--- config.mk ---
export PLATFORM = sky130hd
export DESIGN_NAME = hazard_stall_unit
export DESIGN_NICKNAME = d
export VERILOG_FILES = /design/src/rtl/mips_pkg.sv /design/src/rtl/muldiv_hold_timer.sv /design/src/rtl/hazard_stall_unit.sv
export SDC_FILE = /design/constraint.sdc
export NUM_CORES = 1
export LEC_CHECK = 0
export BUFFER_PORTS_ARGS = -buffer_cell sky130_fd_sc_hd__buf_2
export CAP_MARGIN = 20
export CORE_MARGIN = 2
export CORE_UTILIZATION = 50
export CTS_BUF_LIST = sky130_fd_sc_hd__clkbuf_4 sky130_fd_sc_hd__clkbuf_8 sky130_fd_sc_hd__clkbuf_16
export CTS_CLUSTER_DIAMETER = 40
export CTS_CLUSTER_SIZE = 24
export DETAILED_ROUTE_END_ITERATION = 16
export MAX_ROUTING_LAYER = met4
export PLACE_DENSITY = 0.79
export SLEW_MARGIN = 20
export SYNTH_ARGS = -nofsm -noshare
export SYNTH_HDL_FRONTEND = slang
export SYNTH_HIERARCHICAL = 1
export SYNTH_SLANG_ARGS = --single-unit
export TNS_END_PERCENT = 1
--- constraint.sdc ---
create_clock -name clk -period 2.3 [get_ports clk]
set_input_delay 0.345 -clock clk [delete_from_list [all_inputs] [get_ports clk]]
set_output_delay 0.345 -clock clk [all_outputs]
set_load 0.05 [all_outputs]
--- src/rtl/mips_pkg.sv ---
// Shared definitions for the MIPS pipeline hazard logic.
package mips_pkg;

    // Hazard FSM states.
    typedef enum logic [1:0] {
        RUN     = 2'd0,
        MD_BUSY = 2'd1,
        MD_LAST = 2'd2
    } hz_state_t;

    // Architectural zero register; never a real data dependency.
    localparam logic [4:0] REG_ZERO = 5'd0;

    // Longest supported mult/div occupancy of EX, in cycles.
    localparam int MULDIV_LAT_MAX = 15;

    // Width of the mult/div hold down-counter.
    localparam int MD_CNT_W = $clog2(MULDIV_LAT_MAX + 1);

endpackage

--- src/rtl/muldiv_hold_timer.sv ---
// Down-counter that times how long a mult/div keeps EX held.
// Loaded when the mult/div starts, counts down while the FSM is busy and
// flags the cycle after which the FSM moves to its final EX cycle.
module muldiv_hold_timer
    import mips_pkg::*;
#(
    parameter int MULDIV_LATENCY = 4
) (
    input  logic clk,
    input  logic reset,
    input  logic start,
    input  logic busy,
    output logic expire
);

    // First cycle is spent in RUN and the last in MD_LAST, so the busy
    // phase lasts MULDIV_LATENCY-2 cycles.
    localparam logic [MD_CNT_W-1:0] LOAD_VALUE = MD_CNT_W'(MULDIV_LATENCY - 2);

    logic [MD_CNT_W-1:0] cnt_reg;

    // Load on start, then count down while the hold is in progress.
    always_ff @(posedge clk) begin
        if (reset) begin
            cnt_reg <= '0;
        end else if (start) begin
            cnt_reg <= LOAD_VALUE;
        end else if (busy && (cnt_reg != '0)) begin
            cnt_reg <= cnt_reg - 1'b1;
        end
    end

    assign expire = (cnt_reg == MD_CNT_W'(1));

endmodule

--- src/rtl/hazard_stall_unit.sv ---
// Hazard stall unit for the 5-stage MIPS core: load-use stalls, taken
// branch flushes and multi-cycle mult/div holds, plus a saturating count
// of cycles in which the PC was frozen.
module hazard_stall_unit
    import mips_pkg::*;
#(
    parameter int MULDIV_LATENCY = 4,
    parameter int STALL_CNT_W    = 16
) (
    input  logic                   clk,
    input  logic                   reset,
    input  logic [4:0]             IF_ID_Rs,
    input  logic [4:0]             IF_ID_Rt,
    input  logic                   IF_ID_UsesRt,
    input  logic [4:0]             ID_EX_Rt,
    input  logic                   ID_EX_MemRead,
    input  logic                   ID_EX_MulDiv,
    input  logic                   EX_BranchTaken,
    output logic                   PCWrite,
    output logic                   IF_ID_Write,
    output logic                   IF_ID_Flush,
    output logic                   ID_EX_Bubble,
    output logic                   EX_Hold,
    output logic                   EX_MEM_Bubble,
    output logic [STALL_CNT_W-1:0] stall_cycles
);

    hz_state_t state_reg;
    hz_state_t state_next;

    logic md_start;
    logic md_busy;
    logic md_expire;
    logic load_use;

    logic [STALL_CNT_W-1:0] stall_cycles_reg;

    // A load in EX feeding the ID instruction; r0 is never a dependency.
    assign load_use = ID_EX_MemRead && (ID_EX_Rt != REG_ZERO) &&
                      ((ID_EX_Rt == IF_ID_Rs) ||
                       (IF_ID_UsesRt && (ID_EX_Rt == IF_ID_Rt)));

    muldiv_hold_timer #(
        .MULDIV_LATENCY(MULDIV_LATENCY)
    ) u_timer (
        .clk    (clk),
        .reset  (reset),
        .start  (md_start),
        .busy   (md_busy),
        .expire (md_expire)
    );

    // State register.
    always_ff @(posedge clk) begin
        if (reset) begin
            state_reg <= RUN;
        end else begin
            state_reg <= state_next;
        end
    end

    // Priority hazard resolution and next-state logic; defaults while in reset.
    always_comb begin
        PCWrite       = 1'b1;
        IF_ID_Write   = 1'b1;
        IF_ID_Flush   = 1'b0;
        ID_EX_Bubble  = 1'b0;
        EX_Hold       = 1'b0;
        EX_MEM_Bubble = 1'b0;
        md_start      = 1'b0;
        md_busy       = 1'b0;
        state_next    = state_reg;

        if (!reset) begin
            case (state_reg)
                MD_BUSY: begin
                    // Mult/div still executing: everything else waits.
                    PCWrite       = 1'b0;
                    IF_ID_Write   = 1'b0;
                    EX_Hold       = 1'b1;
                    EX_MEM_Bubble = 1'b1;
                    md_busy       = 1'b1;
                    state_next    = md_expire ? MD_LAST : MD_BUSY;
                end
                default: begin
                    // RUN and MD_LAST; in MD_LAST the MulDiv flag belongs to
                    // the instruction now leaving EX and must not restart it.
                    state_next = RUN;
                    if (EX_BranchTaken) begin
                        // The dependent instruction is squashed, so no stall.
                        IF_ID_Flush  = 1'b1;
                        ID_EX_Bubble = 1'b1;
                    end else if ((state_reg == RUN) && ID_EX_MulDiv) begin
                        PCWrite       = 1'b0;
                        IF_ID_Write   = 1'b0;
                        EX_Hold       = 1'b1;
                        EX_MEM_Bubble = 1'b1;
                        md_start      = 1'b1;
                        state_next    = (MULDIV_LATENCY == 2) ? MD_LAST : MD_BUSY;
                    end else if (load_use) begin
                        PCWrite      = 1'b0;
                        IF_ID_Write  = 1'b0;
                        ID_EX_Bubble = 1'b1;
                    end
                end
            endcase
        end
    end

    // Saturating count of cycles with the PC frozen.
    always_ff @(posedge clk) begin
        if (reset) begin
            stall_cycles_reg <= '0;
        end else if (!PCWrite && (stall_cycles_reg != '1)) begin
            stall_cycles_reg <= stall_cycles_reg + 1'b1;
        end
    end

    assign stall_cycles = stall_cycles_reg;

endmodule

==> run_results.csv, run 1 <==
group,metric,value,unit
cells_and_area,largest_register_ffs,16,
synth,synth_seq_area_share,0.330,
route,route.detailed.vias_per_inst,5.55,
timing,achievable-frequency,0.476,GHz
worst_setup_path,endpoint_kind,"register",
timing,maxSlewHeadroom,0.720,
timing,final_max_slew_viol_count,0,
global_routing,grt_start_max_net_pins,31,
min_path,hold_path_class,"in2reg",
power,p_leak,0.000620,uW
clocking,path_clk_slew,0.12,ns
route,dr_total_vias,1276,
synth,yosysMostFrequentCell,"sky130_fd_sc_hd__dfxtp_1",
clocking,cts-hold-fix-buffers,0,
cells_and_area,finish.utilization,0.628,
placement,post-place-cells,226,
timing,period_needed,2.10,ns
clocking,clock_latency_at_the_later_pin_of_the_worst_skew_pair,0.30,ns
power,ir_drop_worst_case_vdd,0.000371,V
worst_setup_path,critPathLaunchType,"register",
placement,io_buf_count,42,
floorplan,core_area,2500,sq um
cells_and_area,seqCellArea,442,sq um
clocking,cts.repair.resized,0,
outcome,status,"finished, final reports clean",
cells_and_area,post_route_cells_drive_above_1_share,0.285,
cells_and_area,nFillCells,220,
floorplan,fp-row-count,18,
floorplan,design.die.area,3100,sq um
placement,dp.final_hpwl,2320,microns
floorplan,die_h,55.7,microns
synth,synthesis.instances,160,
timing,setup_total_negative_slack,0,ns
timing,slew_at_the_pin_closest_to_its_max_slew_limit,0.414,ns
worst_setup_path,critical_path.max_fanout,30,
worst_setup_path,critical_path.reg2reg.endpoint,"stall_cycles[15]",
timing,setup_violations,0,
route,totalWireLength,2960,microns
route,drtIter0Drc,43,
synth,yosys.cell_types.count,46,
floorplan,ios,43,
cells_and_area,area_delta_synth_final,17.6,%
floorplan,initial_core_util,0.534,
clocking,post-cts-setup-buffers,0,
worst_setup_path,path_class,"reg2reg",
worst_setup_path,crit_required,2.54,ns
clocking,cts.path.max_buffers,2,
synth,synth-async-reset-ratio,0,
placement,globalplace.congestion,0.784,
worst_setup_path,setup_slack_reg_to_reg,0.20,ns
synth,synth.ff_latch_count,22,
global_routing,grt_first_pass_wirelength,4950,microns
global_routing,grtUsageTotal,0.203,
route,antenna_left,0,
worst_setup_path,worstReg2RegStart,"stall_cycles[0]",
synth,synthDominantAreaCellType,"sky130_fd_sc_hd__dfxtp_1",
synth,ys_dominant_reg_cell,"sky130_fd_sc_hd__dfxtp_1",
synth,synth.top_cells.by_count,"sky130_fd_sc_hd__dfxtp_1, sky130_fd_sc_hd__a21oi_1, sky130_fd_sc_hd__nand2_1, sky130_fd_sc_hd__nor2_1, sky130_fd_sc_hd__xnor2_1",
route,drt_drc_violations_left,0,
worst_setup_path,worst-r2r-cell-count,8,
timing,final_min_period_over_clock_period,0.913,
cells_and_area,layout_cells_excl_fill,230,
timing,hold_viol_final,0,
min_path,holdCritStartpoint,"reset",
min_path,whs_endpoint,"stall_cycles[7]",
floorplan,die_width,55.7,microns
cells_and_area,number_of_antenna_repair_diodes,0,
worst_setup_path,critPathArrivalTime,2.34,ns
min_path,min_path_cells,2,
timing,grt_setup_unrepaired,"false",
synth,yosysTopAreaCellShare,0.330,
route,post_drt_wl_per_cell,12.9,microns
synth,synth.yosys.warnings,6,
clocking,h-tree-depth,1,
global_routing,grt_remaining_overflow,0,
job,maxCapViolations,0,
synth,netlist_top_cells_area,"sky130_fd_sc_hd__dfxtp_1, sky130_fd_sc_hd__xnor2_1, sky130_fd_sc_hd__a21oi_1",
synth,synth_enable_flop_cells,0,
synth,syn_avg_cell_area,8.34,sq um
global_routing,grt_pass1_vias,1179,
global_routing,antenna_violations_before_repair,0,
clocking,clock_tree_from_tritoncts,"built",
synth,post_synth_instance_area,1330,sq um
route,detailedRoute.firstPassIterationCount,4,
cells_and_area,multiInputGateArea,782,sq um
clocking,root_buffer,"sky130_fd_sc_hd__clkbuf_4",
power,total_power,749,uW
power,pwr_density_cell,477,nW/um^2
synth,synthesis.nets,184,
clocking,clkSinkCount,22,
timing,fin_worst_skew,0.00477,ns
clocking,numCtsBuffers,3,
cells_and_area,fin_nets,225,
[logic make-up (layout without fill, tap and decap cells)]
family                     count (synthesis)  after routing  synth area share
AOI/OAI and AO/OA                         39             39             0.185
xor gates and xnor gates                  11             11            0.0722
adders and majority gates                  3              3            0.0281
buffers and inverters                     17             57            0.0872
DFF                                       22             22             0.330
muxes                                      1              1           0.00750
and+or+nand+nor                           67             67             0.290
[stage by stage]
stage               setup slack [ns]  hold slack [ns]  area [sq um]
CTS                            0.136            0.289          1570
global route                  0.0232            0.286          1570
global placement               0.234            0.473          1530
detailed placement             0.164            0.488          1530
floorplan                     0.0585            0.410          1340
finish                         0.200            0.303          1570
[how the worst max path moves through the flow]
stage / depth (start not counted) / from / slack [ns] / end
after CTS: 8 / stall_cycles[0] / 0.14 / stall_cycles[15]
after global routing: 8 / stall_cycles[0] / 0.02 / stall_cycles[15]
after global placement: 8 / stall_cycles[0] / 0.23 / stall_cycles[15]
after floorplan: 8 / stall_cycles[0] / 0.06 / stall_cycles[13]
final: 8 / stall_cycles[0] / 0.20 / stall_cycles[15]
after detailed placement: 8 / stall_cycles[0] / 0.16 / stall_cycles[15]
[layout make-up]
| type | instances | area share |
|---|---|---|
| Multi-Input combinational cell | 121 | 0.498 |
| Sequential cell | 22 | 0.282 |
| Clock buffer | 4 | 0.0231 |
| Tap cell | 30 | 0.0239 |
| Timing Repair Buffer | 44 | 0.152 |
| Inverter | 9 | 0.0215 |
[placed cells by master (no fill, tap or decap), types with 2 or more instances in the layout]
| master | Yosys | layout |
|---|---|---|
| sky130_fd_sc_hd__o41ai_1 | 2 | 2 |
| sky130_fd_sc_hd__inv_1 | 9 | 9 |
| sky130_fd_sc_hd__or3_1 | 7 | 7 |
| sky130_fd_sc_hd__nor3b_1 | 2 | 2 |
| sky130_fd_sc_hd__dfxtp_1 | 22 | 21 |
| sky130_fd_sc_hd__xnor2_1 | 10 | 10 |
| sky130_fd_sc_hd__nand3_1 | 8 | 8 |
| sky130_fd_sc_hd__or4_1 | 5 | 5 |
| sky130_fd_sc_hd__and3_1 | 2 | 2 |
| sky130_fd_sc_hd__and4_1 | 2 | 2 |
| sky130_fd_sc_hd__a21oi_1 | 14 | 14 |
| sky130_fd_sc_hd__or3_2 | 2 | 2 |
| sky130_fd_sc_hd__and2_1 | 2 | 2 |
| sky130_fd_sc_hd__buf_2 | 0 | 42 |
| sky130_fd_sc_hd__nand4_1 | 3 | 3 |
| sky130_fd_sc_hd__nand2_1 | 12 | 12 |
| sky130_fd_sc_hd__nor2_1 | 11 | 10 |
| sky130_fd_sc_hd__o21ai_0 | 8 | 8 |
| sky130_fd_sc_hd__nor3_1 | 3 | 3 |
| sky130_fd_sc_hd__clkbuf_4 | 0 | 3 |
| sky130_fd_sc_hd__ha_1 | 3 | 2 |
| sky130_fd_sc_hd__o31ai_1 | 5 | 5 |
[critical path, cell delays in order, from the launching register on]
cell and delay (ns):
sky130_fd_sc_hd__dfxtp_2 0.36, sky130_fd_sc_hd__ha_2 0.19, sky130_fd_sc_hd__and4_1 0.18, sky130_fd_sc_hd__nor4bb_1 0.13, sky130_fd_sc_hd__nor3b_1 0.25, sky130_fd_sc_hd__a21oi_2 0.10, sky130_fd_sc_hd__buf_12 0.17, sky130_fd_sc_hd__or4_1 0.50
sky130_fd_sc_hd__a21oi_1 0.15
[report_power, final]
| part | internal, uW | switching (uW) |
|---|---|---|
| Clock | 96.6 | 111 |
| Sequential | 387 | 6.00 |
| Combinational | 55.8 | 92.5 |
[routing by layer]
layer | up-vias | wire length, microns | GRT usage
li1 | 665 | - | -
met1 | 590 | 1260 | 0.210
met2 | 19 | 1580 | 0.374
met3 | 2 | 106 | 0.0558
met4 | 0 | 15 | 0.0523
met5 | - | 0 | -
(Power assumes the default switching activity.)
==> inputs of run 2 (changes only) <==
--- a/config.mk
+++ b/config.mk
@@ -11,7 +11,6 @@
 export CORE_UTILIZATION = 50
 export CTS_BUF_LIST = sky130_fd_sc_hd__clkbuf_4 sky130_fd_sc_hd__clkbuf_8 sky130_fd_sc_hd__clkbuf_16
 export CTS_CLUSTER_DIAMETER = 40
-export CTS_CLUSTER_SIZE = 24
 export DETAILED_ROUTE_END_ITERATION = 16
 export MAX_ROUTING_LAYER = met4
 export PLACE_DENSITY = 0.79
==> constraint.sdc (replaced) <==
create_clock -name clk -period 2.1 [get_ports clk]
set_input_delay 0.315 -clock clk [delete_from_list [all_inputs] [get_ports clk]]
set_output_delay 0.315 -clock clk [all_outputs]
set_load 0.02 [all_outputs]
==> run_results.csv, run 2 (synthesis gave the netlist of run 1 again) <==
group,metric,value,unit
worst_setup_path,crit_path_frequent_cell,"sky130_fd_sc_hd__a21oi_2",
worst_setup_path,path_class,"reg2reg",
clocking,h-tree-depth,1,
timing,fin_worst_skew,0.0110,ns
floorplan,design.die.area,3100,sq um
worst_setup_path,critPathMaxStageDelay,0.51,ns
global_routing,gr-usage-met2,0.434,
global_routing,grt_util_met3,0.0372,
power,intPower,693,uW
floorplan,core_area,2500,sq um
global_routing,grt_first_pass_wirelength,5700,microns
clocking,root_buffer,"sky130_fd_sc_hd__clkbuf_4",
timing,slew_at_the_pin_closest_to_its_max_slew_limit,0.426,ns
job,maxCapViolations,0,
power,total_power,924,uW
cells_and_area,area_delta_synth_final,28.4,%
worst_setup_path,critPathLaunchType,"register",
clocking,cts-hold-fix-buffers,0,
placement,io_buf_count,42,
global_routing,most_heavily_used_metal_layer_in_global_routing,"met2",
worst_setup_path,endpoint_kind,"register",
worst_setup_path,critPathArrivalTime,2.28,ns
global_routing,grt_remaining_overflow,0,
worst_setup_path,chain_of_cells_forming_the_critical_path,"ha_2 -> and4_1 -> nor4bb_4 -> nor3b_2 -> a21oi_2 -> buf_12 -> or4_4 -> a21oi_2",
cells_and_area,post_route_cells_drive_above_1_share,0.364,
cells_and_area,most_frequent_standard_cell_in_the_layout_excluding_fill_and_tap_cells,"sky130_fd_sc_hd__buf_2",
clocking,clock_tree_from_tritoncts,"built",
floorplan,ios,43,
power,sw_frac_of_total,0.250,
route,drtIter0Drc,46,
global_routing,antenna_violations_before_repair,0,
route,post_drt_wl_per_cell,14.9,microns
min_path,hold_path_class,"in2reg",
power,ir_drop_worst_case_vdd,0.000521,V
cells_and_area,finish.utilization,0.685,
route,totalWireLength,3560,microns
cells_and_area,number_of_antenna_repair_diodes,0,
clocking,clkSinkCount,22,
clocking,numCtsBuffers,3,
timing,final_max_slew_viol_count,0,
timing,final_min_period_over_clock_period,0.964,
power,pwr_density_cell,539,nW/um^2
route,detailedRoute.firstPassIterationCount,5,
timing,achievable-frequency,0.494,GHz
cells_and_area,largest_register_ffs,16,
timing,hold_viol_final,0,
cells_and_area,nFillCells,213,
power,power_frac_comb,0.173,
route,dr_total_vias,1388,
placement,globalplace.congestion,0.787,
power,seq_power_share,0.465,
route,antenna_left,0,
clocking,cts.path.max_buffers,2,
floorplan,die_h,55.7,microns
global_routing,gr-usage-met1,0.247,
clocking,path_clk_slew,0.14,ns
floorplan,fp-row-count,18,
power,power.switching,231,uW
power,p_leak,0.000719,uW
cells_and_area,layout_common_cells,"sky130_fd_sc_hd__buf_2, sky130_fd_sc_hd__dfxtp_1, sky130_fd_sc_hd__a21oi_1",
power,clock_power_share,0.363,
floorplan,die_width,55.7,microns
timing,maxSlewHeadroom,0.712,
global_routing,grtUsageTotal,0.232,
worst_setup_path,crit_required,2.36,ns
global_routing,grt_start_max_net_pins,21,
worst_setup_path,cp_num_buf_inv,1,
cells_and_area,fin_nets,234,
worst_setup_path,critical_path.max_fanout,15,
global_routing,grt_pass1_vias,1281,
outcome,status,"finished, final reports clean",
cells_and_area,fin_area,1710,sq um
placement,dp.final_hpwl,2440,microns
placement,post-place-cells,232,
timing,finalHoldWorstSlack,0.376,ns
clocking,clock_latency_at_the_later_pin_of_the_worst_skew_pair,0.32,ns
worst_setup_path,crit_slowest_cell,"sky130_fd_sc_hd__or4_4",
placement,postPlaceCellArea,1570,sq um
route,route.detailed.vias_per_inst,5.81,
cells_and_area,layout_cells_excl_fill,239,
route,drt_drc_violations_left,0,
timing,period_needed,2.02,ns
timing,setup_violations,0,
floorplan,initial_core_util,0.534,
worst_setup_path,path_delay_family,"simple AND/OR/NAND/NOR gates",
run 2: changes by cell type in the layout (fill, tap and decap cells not counted), sizes merged:
cell    previous run  this run
buf               44        52
bufbuf             0         1
bufinv             0         1
clkbuf             4         3
run 2: area by class of cell:
class,instances,area (sq um),share of cell area
sequential,22,448,0.262
tap,30,37.5,0.0219
multi-input combinational,121,811,0.473
timing repair buffer,53,330,0.193
clock inverter,1,30.0,0.0175
inverter,9,33.8,0.0197
clock buffer,3,22.5,0.0131
run 2: tightest hold or removal path, delay by kind of cell:
| family | cells | cell delay [ns] |
|---|---|---|
| buffers and inverters | 1 | 0.11 |
| AND/OR/NAND/NOR | 2 | 0.23 |
run 2: stage by stage:
step	setup slack (ns)	TNS, ns
floorplan	0.0220	0
global placement	0.0886	0
detailed placement	0.0116	0
CTS	0.0153	0
global route	-0.0155	-0.0226
finish	0.0752	0
run 2: per-layer routing:
layer	routed length (microns)	vias to the layer above
li1	-	681
met1	1470	658
met2	1930	47
met3	155	2
met4	6	0
met5	0	-
run 2: worst paths after layout:
kind	start	end	slack, ns	cells after the start
worst max-delay path	stall_cycles[1]	stall_cycles[15]	0.08	8
worst min-delay path	reset	state_reg[1]	0.38	3
worst max register to register	stall_cycles[1]	stall_cycles[15]	0.08	8
worst min register to register	stall_cycles[13]	stall_cycles[13]	0.51	2
run 2: what timing repair did:
action | in CTS | in global routing
setup endpoints to repair | 1 | 16
gates resized for setup | 4 | 10
pin swaps | 3 | 2
setup buffers | 0 | 2
endpoints found under the hold margin | 0 | 0
gates cloned | 1 | 0
run 2: power by group through the flow:
stage | registers [uW] | logic [uW] | clock network, uW
2_1_floorplan | 441 | 94.3 | 0
3_3_place_gp | 437 | 138 | 0
3_5_place_dp | 438 | 145 | 0
4_1_cts | 429 | 158 | 333
5_1_grt | 430 | 172 | 357
6_report | 429 | 160 | 335
==> inputs of run 3 (changes only) <==
--- a/config.mk
+++ b/config.mk
@@ -5,15 +5,15 @@
 export SDC_FILE = /design/constraint.sdc
 export NUM_CORES = 1
 export LEC_CHECK = 0
-export BUFFER_PORTS_ARGS = -buffer_cell sky130_fd_sc_hd__buf_2
 export CAP_MARGIN = 20
 export CORE_MARGIN = 2
-export CORE_UTILIZATION = 50
+export CORE_UTILIZATION = 61
 export CTS_BUF_LIST = sky130_fd_sc_hd__clkbuf_4 sky130_fd_sc_hd__clkbuf_8 sky130_fd_sc_hd__clkbuf_16
 export CTS_CLUSTER_DIAMETER = 40
 export DETAILED_ROUTE_END_ITERATION = 16
+export DONT_BUFFER_PORTS = 1
 export MAX_ROUTING_LAYER = met4
-export PLACE_DENSITY = 0.79
+export PLACE_DENSITY = 0.77
 export SLEW_MARGIN = 20
 export SYNTH_ARGS = -nofsm -noshare
 export SYNTH_HDL_FRONTEND = slang
==> run_results.csv, run 3 (synthesis gave the netlist of run 1 again) <==
group,metric,value,unit
outcome,status,"finished, final reports clean",
clocking,h-tree-depth,1,
clocking,clock_latency_at_the_later_pin_of_the_worst_skew_pair,0.32,ns
power,seq_power_share,0.481,
route,drtIter0Drc,49,
power,p_leak,0.000606,uW
clocking,clkSinkCount,22,
worst_setup_path,chain_of_cells_forming_the_critical_path,"ha_4 -> and4_1 -> nor4bb_4 -> nor3b_2 -> a21oi_2 -> bufbuf_16 -> or4_1 -> a21oi_1",
worst_setup_path,path_class,"reg2reg",
cells_and_area,finish.utilization,0.801,
power,power_frac_comb,0.144,
timing,final_critical_path_setup_slack,0.00297,ns
worst_setup_path,crit_slowest_cell,"sky130_fd_sc_hd__or4_1",
timing,slew_at_the_pin_closest_to_its_max_slew_limit,0.458,ns
timing,period_needed,2.10,ns
power,power.switching,212,uW
placement,dp.final_hpwl,2200,microns
global_routing,grt_pass1_vias,1247,
route,dr_total_vias,1320,
route,detailedRoute.firstPassIterationCount,4,
timing,hold_viol_final,0,
worst_setup_path,critical_path.max_fanout,5,
worst_setup_path,crit_required,2.36,ns
global_routing,grt_start_max_net_pins,23,
power,clock_power_share,0.374,
timing,fin_worst_skew,0.00826,ns
global_routing,grt_first_pass_wirelength,5680,microns
floorplan,die_h,50.8,microns
worst_setup_path,critPathArrivalTime,2.35,ns
worst_setup_path,critPathMaxStageDelay,0.50,ns
cells_and_area,most_frequent_standard_cell_in_the_layout_excluding_fill_and_tap_cells,"sky130_fd_sc_hd__buf_4",
power,pwr_density_cell,551,nW/um^2
timing,setup_violations,0,
timing,final_max_slew_viol_count,0,
route,post_drt_wl_per_cell,17.2,microns
global_routing,grt_remaining_overflow,0,
power,total_power,893,uW
global_routing,grtUsageTotal,0.295,
clocking,clock_tree_from_tritoncts,"built",
job,maxCapViolations,0,
clocking,path_clk_slew,0.14,ns
timing,finalHoldWorstSlack,0.0386,ns
route,drt_drc_violations_left,0,
cells_and_area,post_route_cells_drive_above_1_share,0.258,
floorplan,initial_core_util,0.660,
timing,grt_setup_unrepaired,"true",
clocking,cts.path.max_buffers,2,
cells_and_area,number_of_antenna_repair_diodes,0,
power,sw_frac_of_total,0.238,
cells_and_area,layout_common_cells,"sky130_fd_sc_hd__buf_4, sky130_fd_sc_hd__dfxtp_1, sky130_fd_sc_hd__a21oi_1",
floorplan,die_width,50.8,microns
clocking,root_buffer,"sky130_fd_sc_hd__clkbuf_4",
route,totalWireLength,3600,microns
timing,achievable-frequency,0.477,GHz
route,antenna_left,0,
floorplan,ios,43,
worst_setup_path,critPathLaunchType,"register",
worst_setup_path,path_delay_family,"simple AND/OR/NAND/NOR gates",
placement,io_buf_count,0,
min_path,hold_path_class,"in2reg",
cells_and_area,largest_register_ffs,16,
route,route.detailed.vias_per_inst,6.32,
cells_and_area,fin_nets,207,
clocking,numCtsBuffers,3,
global_routing,antenna_violations_before_repair,0,
worst_setup_path,cp_num_buf_inv,1,
worst_setup_path,endpoint_kind,"register",
floorplan,core_area,2020,sq um
floorplan,fp-row-count,16,
timing,final_min_period_over_clock_period,0.999,
cells_and_area,area_delta_synth_final,21.5,%
placement,globalplace.congestion,0.766,
power,ir_drop_worst_case_vdd,0.000517,V
power,intPower,681,uW
floorplan,design.die.area,2580,sq um
placement,placement.setup.worst_slack,-0.0431,ns
timing,maxSlewHeadroom,0.691,
-- run 3: changes by cell type in the layout (fill, tap and decap cells not counted) --
| cell | change |
|---|---|
| sky130_fd_sc_hd__or4_1 | +1 |
| sky130_fd_sc_hd__and4_2 | -1 |
| sky130_fd_sc_hd__o21ai_0 | -1 |
| sky130_fd_sc_hd__or3_2 | -1 |
| sky130_fd_sc_hd__ha_4 | +1 |
| sky130_fd_sc_hd__buf_4 | +15 |
| sky130_fd_sc_hd__nor2_2 | -1 |
| sky130_fd_sc_hd__or3_4 | +1 |
| sky130_fd_sc_hd__nor2_1 | +1 |
| sky130_fd_sc_hd__or4_4 | -1 |
| sky130_fd_sc_hd__ha_2 | -1 |
| sky130_fd_sc_hd__o21ai_1 | +1 |
| sky130_fd_sc_hd__and4_4 | +1 |
| sky130_fd_sc_hd__buf_2 | -42 |
-- run 3: final cells by class --
cell class	count	area [sq um]
sequential	22	448
inverter	9	33.8
fill	125	402
clock inverter	1	30.0
tap	27	33.8
timing repair buffer	26	233
clock buffer	3	22.5
multi-input combinational	121	820
-- run 3: metrics by stage --
step	TNS, ns	instances	cell area (sq um)
after floorplan	0	160	1330
after global placement	0	198	1440
after detailed placement	-0.0431	198	1440
after CTS	0	208	1620
after global routing	-0.139	209	1620
final	0	209	1620
-- run 3: routing by layer --
metal	vias up	GRT usage	wire length (microns)	part of all wire
li1	627	-	-	-
met1	638	0.356	1530	0.43
met4	0	0.0766	46	0.013
met3	6	0.0714	232	0.064
met2	49	0.496	1790	0.50
met5	-	-	0	0
-- run 3: what timing repair did --
| action | in CTS | in global routing |
|---|---|---|
| pin swaps | 7 | 5 |
| resized for setup | 7 | 8 |
| gates cloned | 2 | 0 |
| hold buffers | 0 | 0 |
| endpoints found under the setup margin | 3 | 15 |
| setup buffers | 4 | 2 |
-- run 3: power by group through the flow --
stage | logic, uW | registers [uW] | clock network [uW]
6_report | 129 | 430 | 334
5_1_grt | 138 | 430 | 347
4_1_cts | 137 | 430 | 330
3_5_place_dp | 105 | 437 | 0
3_3_place_gp | 100 | 437 | 0
2_1_floorplan | 94.3 | 441 | 0
-- run 3: worst paths after layout --
check / startpoint / to / slack, ns / depth (start not counted)
worst max-delay path: stall_cycles[1] / stall_cycles[5] / 0.003 / 8
worst min-delay path: reset / stall_cycles[4] / 0.04 / 1
worst max register to register: stall_cycles[1] / stall_cycles[5] / 0.003 / 8
worst min register to register: u_timer/cnt_reg[3] / u_timer/cnt_reg[3] / 0.52 / 2
